==> config.mk <==
export PLATFORM = sky130hd
export DESIGN_NAME = ctc_ws_gen_flat
export DESIGN_NICKNAME = d
export VERILOG_FILES = /design/src/rtl/ctc_ws_gen_if.sv /design/src/rtl/ctc_ws_gen.sv /design/src/flat_wrapper.sv
export SDC_FILE = /design/constraint.sdc
export NUM_CORES = 1
export LEC_CHECK = 0
export BUFFER_PORTS_ARGS = -buffer_cell sky130_fd_sc_hd__buf_4
export CELL_PAD_IN_SITES_DETAIL_PLACEMENT = 0
export CELL_PAD_IN_SITES_GLOBAL_PLACEMENT = 2
export CORE_ASPECT_RATIO = 1.75
export CORE_MARGIN = 1.5
export CORE_UTILIZATION = 35
export DETAILED_ROUTE_END_ITERATION = 12
export GPL_ROUTABILITY_DRIVEN = 0
export GPL_TIMING_DRIVEN = 0
export PLACE_DENSITY_LB_ADDON = 0.12
export SYNTH_ARGS = -nofsm -noshare
export SYNTH_HDL_FRONTEND = slang
export SYNTH_SLANG_ARGS = --single-unit
==> constraint.sdc <==
create_clock -name cph2 -period 3.6 [get_ports cph2]
set_input_delay 0.72 -clock cph2 [delete_from_list [all_inputs] [get_ports cph2]]
set_output_delay 0.72 -clock cph2 [all_outputs]
set_load 0.01 [all_outputs]
==> src/rtl/ctc_ws_gen_if.sv <==
// Pointer-operation handshake, word-select request and timing outputs of ctc_ws_gen.
// The master drives requests and observes timing; the slave is the generator itself.
interface ctc_ws_gen_if #(
  parameter int CW = 6,
  parameter int PW = 4
);
  logic          op_valid;
  logic [1:0]    op_code;
  logic [PW-1:0] op_imm;
  logic          op_ack;
  logic          ws_load;
  logic [2:0]    ws_mode;
  logic          ws;
  logic          sync;
  logic [CW-1:0] cnt;
  logic [PW-1:0] digit;
  logic          t_dlast;
  logic          t_wlast;
  logic [PW-1:0] ptr;
  logic          ptr_neq;

  modport master (
    output op_valid, op_code, op_imm, ws_load, ws_mode,
    input  op_ack, ws, sync, cnt, digit, t_dlast, t_wlast, ptr, ptr_neq
  );

  modport slave (
    input  op_valid, op_code, op_imm, ws_load, ws_mode,
    output op_ack, ws, sync, cnt, digit, t_dlast, t_wlast, ptr, ptr_neq
  );
endinterface

==> src/rtl/ctc_ws_gen.sv <==
// Serial-word timing generator: bit-time counter, sync window, digit pointer and word-select decode.
// Outputs decode combinationally from state; ops and ws_load are taken only at word end (op_valid held until op_ack).
module ctc_ws_gen #(
  parameter int DIGITS     = 14,
  parameter int BITS       = 4,
  parameter int EXP_DIGITS = 3,
  parameter int SYNC_START = 45,
  parameter int SYNC_LEN   = 10
) (
  input  logic        cph2,
  input  logic        nrst,
  ctc_ws_gen_if.slave bus
);

  localparam int WT = DIGITS * BITS;
  localparam int CW = $clog2(WT);
  localparam int PW = $clog2(DIGITS);
  localparam int BW = $clog2(BITS);

  localparam logic [CW-1:0] CNT_LAST = CW'(WT - 1);
  localparam logic [BW-1:0] BIT_LAST = BW'(BITS - 1);
  localparam logic [PW-1:0] DIG_LAST = PW'(DIGITS - 1);
  localparam logic [PW-1:0] DIG_PEN  = PW'(DIGITS - 2);
  localparam logic [PW-1:0] EXP_LO   = PW'(EXP_DIGITS);
  localparam logic [PW-1:0] EXP_TOP  = PW'(EXP_DIGITS - 1);
  localparam logic [CW-1:0] SYNC_LO  = CW'(SYNC_START);
  localparam logic [CW-1:0] SYNC_HI  = CW'(SYNC_START + SYNC_LEN - 1);

  generate
    if (DIGITS < 2 || DIGITS > 16) begin : g_bad_digits
      $error("ctc_ws_gen: DIGITS out of range 2..16");
    end
    if (BITS < 2 || BITS > 8) begin : g_bad_bits
      $error("ctc_ws_gen: BITS out of range 2..8");
    end
    if (EXP_DIGITS < 1 || EXP_DIGITS > DIGITS - 2) begin : g_bad_exp
      $error("ctc_ws_gen: EXP_DIGITS out of range 1..DIGITS-2");
    end
    if (SYNC_START < 1 || SYNC_START > WT - 1) begin : g_bad_sync_start
      $error("ctc_ws_gen: SYNC_START out of range 1..WT-1");
    end
    if (SYNC_LEN < 1 || SYNC_START + SYNC_LEN > WT) begin : g_bad_sync_len
      $error("ctc_ws_gen: sync window must be non-empty and end inside the word");
    end
  endgenerate

  typedef enum logic [1:0] {
    OP_SET = 2'b00,
    OP_INC = 2'b01,
    OP_DEC = 2'b10,
    OP_CMP = 2'b11
  } op_e;

  typedef enum logic [2:0] {
    WS_P  = 3'd0,
    WS_WP = 3'd1,
    WS_W  = 3'd2,
    WS_X  = 3'd3,
    WS_XS = 3'd4,
    WS_M  = 3'd5,
    WS_MS = 3'd6,
    WS_S  = 3'd7
  } ws_mode_e;

  logic [CW-1:0] cnt_q;
  logic [BW-1:0] bit_q;
  logic [PW-1:0] digit_q;
  logic          t_dlast;
  logic          t_wlast;

  logic [PW-1:0] ptr_q;
  logic [PW-1:0] ptr_nxt;
  logic          neq_q;
  logic          neq_nxt;
  logic          op_acc;
  op_e           op_code;

  ws_mode_e      mode_q;
  logic          armed_q;
  logic          ws_hit;

  assign t_dlast = (bit_q == BIT_LAST);
  assign t_wlast = (cnt_q == CNT_LAST);

  // Bit and digit counters run alongside cnt so digit needs no divider for non-power-of-two BITS.
  always_ff @(posedge cph2 or negedge nrst) begin
    if (!nrst) begin
      cnt_q   <= '0;
      bit_q   <= '0;
      digit_q <= '0;
    end else begin
      cnt_q <= t_wlast ? '0 : cnt_q + CW'(1);
      if (t_dlast) begin
        bit_q   <= '0;
        digit_q <= t_wlast ? '0 : digit_q + PW'(1);
      end else begin
        bit_q <= bit_q + BW'(1);
      end
    end
  end

  assign op_code = op_e'(bus.op_code);
  assign op_acc  = bus.op_valid && t_wlast;

  always_comb begin
    ptr_nxt = ptr_q;
    neq_nxt = neq_q;
    unique case (op_code)
      OP_SET: ptr_nxt = (bus.op_imm > DIG_LAST) ? DIG_LAST : bus.op_imm;
      OP_INC: ptr_nxt = (ptr_q == DIG_LAST) ? '0 : ptr_q + PW'(1);
      OP_DEC: ptr_nxt = (ptr_q == '0) ? DIG_LAST : ptr_q - PW'(1);
      OP_CMP: neq_nxt = (ptr_q != bus.op_imm);
    endcase
  end

  // ptr and mode change only at the word boundary, so a word sees one stable pointer.
  always_ff @(posedge cph2 or negedge nrst) begin
    if (!nrst) begin
      ptr_q   <= '0;
      neq_q   <= 1'b0;
      armed_q <= 1'b0;
      mode_q  <= WS_P;
    end else begin
      if (op_acc) begin
        ptr_q <= ptr_nxt;
        neq_q <= neq_nxt;
      end
      if (t_wlast) begin
        armed_q <= bus.ws_load;
        if (bus.ws_load) begin
          mode_q <= ws_mode_e'(bus.ws_mode);
        end
      end
    end
  end

  always_comb begin
    ws_hit = 1'b0;
    unique case (mode_q)
      WS_P:  ws_hit = (digit_q == ptr_q);
      WS_WP: ws_hit = (digit_q <= ptr_q);
      WS_W:  ws_hit = 1'b1;
      WS_X:  ws_hit = (digit_q < EXP_LO);
      WS_XS: ws_hit = (digit_q == EXP_TOP);
      WS_M:  ws_hit = (digit_q >= EXP_LO) && (digit_q <= DIG_PEN);
      WS_MS: ws_hit = (digit_q >= EXP_LO);
      WS_S:  ws_hit = (digit_q == DIG_LAST);
    endcase
  end

  assign bus.op_ack  = op_acc;
  assign bus.ws      = armed_q && ws_hit;
  assign bus.sync    = (cnt_q >= SYNC_LO) && (cnt_q <= SYNC_HI);
  assign bus.cnt     = cnt_q;
  assign bus.digit   = digit_q;
  assign bus.t_dlast = t_dlast;
  assign bus.t_wlast = t_wlast;
  assign bus.ptr     = ptr_q;
  assign bus.ptr_neq = neq_q;

endmodule

==> src/flat_wrapper.sv <==
// flat-port wrapper written by rule: the top's interface ports become plain ports
module ctc_ws_gen_flat 
#(
  parameter int DIGITS     = 14,
  parameter int BITS       = 4,
  parameter int EXP_DIGITS = 3,
  parameter int SYNC_START = 45,
  parameter int SYNC_LEN   = 10
)
  (cph2, nrst, bus_op_valid, bus_op_code, bus_op_imm, bus_ws_load, bus_ws_mode, bus_op_ack, bus_ws, bus_sync, bus_cnt, bus_digit, bus_t_dlast, bus_t_wlast, bus_ptr, bus_ptr_neq);
  ctc_ws_gen_if #(.CW((6)), .PW((4))) bus_i ();
  input  logic cph2;
  input  logic nrst;
  input wire logic [$bits(bus_i.op_valid)-1:0] bus_op_valid;
  input wire logic [$bits(bus_i.op_code)-1:0] bus_op_code;
  input wire logic [$bits(bus_i.op_imm)-1:0] bus_op_imm;
  input wire logic [$bits(bus_i.ws_load)-1:0] bus_ws_load;
  input wire logic [$bits(bus_i.ws_mode)-1:0] bus_ws_mode;
  output wire logic [$bits(bus_i.op_ack)-1:0] bus_op_ack;
  output wire logic [$bits(bus_i.ws)-1:0] bus_ws;
  output wire logic [$bits(bus_i.sync)-1:0] bus_sync;
  output wire logic [$bits(bus_i.cnt)-1:0] bus_cnt;
  output wire logic [$bits(bus_i.digit)-1:0] bus_digit;
  output wire logic [$bits(bus_i.t_dlast)-1:0] bus_t_dlast;
  output wire logic [$bits(bus_i.t_wlast)-1:0] bus_t_wlast;
  output wire logic [$bits(bus_i.ptr)-1:0] bus_ptr;
  output wire logic [$bits(bus_i.ptr_neq)-1:0] bus_ptr_neq;
  assign bus_i.op_valid = bus_op_valid;
  assign bus_i.op_code = bus_op_code;
  assign bus_i.op_imm = bus_op_imm;
  assign bus_i.ws_load = bus_ws_load;
  assign bus_i.ws_mode = bus_ws_mode;
  assign bus_op_ack = bus_i.op_ack;
  assign bus_ws = bus_i.ws;
  assign bus_sync = bus_i.sync;
  assign bus_cnt = bus_i.cnt;
  assign bus_digit = bus_i.digit;
  assign bus_t_dlast = bus_i.t_dlast;
  assign bus_t_wlast = bus_i.t_wlast;
  assign bus_ptr = bus_i.ptr;
  assign bus_ptr_neq = bus_i.ptr_neq;
  ctc_ws_gen #(.DIGITS(DIGITS), .BITS(BITS), .EXP_DIGITS(EXP_DIGITS), .SYNC_START(SYNC_START), .SYNC_LEN(SYNC_LEN)) u_core (.cph2(cph2), .nrst(nrst), .bus(bus_i));
endmodule
==> flow_metrics.tcl <==
set metrics [dict create \
    status "completed" \
    fmax_mhz 341.2 \
    cp-startpoint "u_core.bus.ptr[1]" \
    end_kind "output port" \
    hp-class "in2async" \
    cts_tree "done" \
    finalCritPeriodShare 0.8140 \
    cts-buffers-inserted 3 \
    required_ns 2.88 \
    ys_types 49 \
    timing.rr.start "u_core.bus.ptr[0]" \
    dr.pass1.iters 4 \
    dieHeight_um 89.90 \
    hpwl_mm 2.700 \
    ant_nets 0 \
    core_sq_um 4150 \
    synth_nets 191 \
    ir_worst_vdd_mv 0.1454 \
    grt_antenna_before_repair 0 \
    cp-start-kind "flip-flop" \
    grt_overflow 0 \
    n_antenna_cell 0 \
    finalSetupTns_ns 0 \
    p_comb_frac 0.082 \
    drc 0 \
    wl_per_cell_um 13.89 \
    mostFrequentLayoutCells "buf_4 (32), dfrtp_1 (21), ha_1 (18)" \
    htreeDepth 1 \
    cts_buffer_depth 2 \
    stdcell_count 245 \
    synth-seq-cells 21 \
    slew_headroom 0.7308 \
    io_pins 33 \
    clk_pin_slew_worst_paths_ns 0.07 \
    crit_arrival_ns 2.21 \
    dieArea_sq_um 4733 \
    final_common_cell "buf_4" \
    setup_viol 0 \
    grt_pass1_wl_mm 5.671 \
    synthCells 160 \
    internal-power_mw 0.3302 \
    rsz0062_at_grt "false" \
    wirelength_mm 3.402 \
    synth_edf_count 0 \
    yosys_warnings 0 \
    drive_gt1_frac 0.2653 \
    drv_cap 0 \
    layout.nets 228 \
    drv_slew 0 \
    initialDrtViolationCount 9 \
    io_buffers 32 \
    die_x_um 52.66 \
    synthArstFlopShare 1.000 \
    seq_power_share 0.559 \
    post_cts_resized 0 \
    track_usage 0.1539 \
    final-hold-violation-count 0 \
    clkPwrFrac 0.359 \
    start_util 0.3639 \
    vias 1297 \
    area_growth_pct 22.95 \
    num_rows 31 \
    grt_pass1_vias 1277 \
    cts-root-buf "clkbuf_8" \
    cp-endpoint "bus_ws" \
    syn_area_sq_um 1510 \
    syn_area_per_cell_sq_um 9.439 \
    switching_power_mw 0.09187 \
    swShare 0.2177 \
    cts_setup_buffers 0 \
    grt_max_degree 22 \
    cts_sinks 21 \
    period_needed_ns 2.930 \
    reg2reg_slack_ns 1.65 \
    p_per_area_nw_per_um2 227.3 \
    p_leak_nw 0.8944 \
    ctsHoldBuffers 0 \
    yosysSeqAreaShare 0.3480 \
    worstMarginPinSlew_ns 0.4028 \
    synth_flop_cell "dfrtp_1" \
    clock_latency_ns 0.26 \
    skew_ns 0.001784 \
    crit_type "reg2out" \
    place_inst 241 \
    reg2reg_depth 7 \
    avgViaCountPerCell 5.294 \
    reg2reg_to "u_core.bus.ptr[3]" \
    cp_max_fo 7 \
]
state kept, by name (all words and copies together) (netlist names):
register            flops
u_core.armed_q          1
u_core.bit_q            2
u_core.bus.cnt          6
u_core.bus.digit        4
u_core.bus.ptr          4
u_core.bus.ptr_neq      1
u_core.mode_q           3
through the flow:
step	instance area, sq um	util	power (mW)	hold slack, ns	setup WS, ns
2_1_floorplan	1510	-	0.2538	0.4031	1.182
3_3_place_gp	1812	0.4365	0.2748	0.4169	1.006
3_5_place_dp	1812	0.4365	0.2756	0.4260	0.9588
4_1_cts	1857	0.4474	0.4249	0.3349	0.6723
5_1_grt	1857	0.4474	0.4407	0.3364	0.4564
6_report	1857	0.4474	0.4221	0.3285	0.6695
per-layer routing:
metal	vias up	share of wire	global-route usage
met3	7	0.033	0.01495
met4	0	0.029	0.06838
met1	615	0.42	0.1757
met2	28	0.52	0.2740
met5	-	0	0
li1	647	-	-
layout make-up:
class                   instances  area [sq um]
flip-flops and latches         21         525.5
inverters                      14         53.80
well taps                      49         61.31
multi-input cells             120         908.4
repair buffers                 32         240.2
fillers                       414          2293
plain buffers                   5         22.52
clock buffers                   4         45.04
critical path, stage by stage, from the launching register on:
cell and delay (ns):
dfrtp_1 0.51, inv_1 0.15, ha_1 0.33, nor2b_1 0.14, o21a_1 0.16, nor3_1 0.13
o21ai_0 0.13, a221oi_2 0.24, buf_4 0.16
power groups by stage:
stage / combinational [mW] / sequential [mW] / clock [mW]
6_report: 0.0346 / 0.236 / 0.152
5_1_grt: 0.0387 / 0.236 / 0.166
4_1_cts: 0.0353 / 0.236 / 0.154
3_5_place_dp: 0.0353 / 0.240 / 0
3_3_place_gp: 0.0345 / 0.240 / 0
2_1_floorplan: 0.0134 / 0.240 / 0
cells by family (layout without fill, tap and decap cells):
kind of cell / Yosys count / after routing / synth area share
fa+ha+maj: 18 / 18 / 0.1491
flops: 21 / 21 / 0.3480
buf+inv: 19 / 55 / 0.05053
xor+xnor: 7 / 7 / 0.04060
compound gates: 40 / 40 / 0.1757
mux: 5 / 5 / 0.03894
simple gates: 50 / 50 / 0.1972
cell usage after synthesis (all sizes together) (2+ instances only):
cell type  count  area [sq um]
a31oi          3         18.77
dfrtp         21         525.5
ha            18         225.2
nor2b          5         33.78
nor2          10         37.54
nor4           2         12.51
inv           13         48.80
buf            2         8.750
xor2           6         52.55
clkbuf         3         13.76
nand2          9         36.29
mux2           4         48.79
nand4          4         31.28
nor3           4         30.03
a221oi         3         32.53
a21oi          5         25.02
o21ai         16         80.08
nand3          8         40.04
a22o           2         17.52
how the worst min path moves through the flow:
stage,end,startpoint,slack [ns],depth (start not counted)
3_5_place_dp,u_core.bit_q[0],u_core.bit_q[0],0.43,1
4_1_cts,u_core.bus.digit[2],nrst,0.33,1
5_1_grt,u_core.bus.cnt[3],nrst,0.34,1
2_1_floorplan,u_core.bit_q[0],u_core.bit_q[0],0.40,1
3_3_place_gp,u_core.bit_q[0],u_core.bit_q[0],0.42,1
6_report,u_core.mode_q[1],nrst,0.33,1
(Power assumes the default switching activity.)
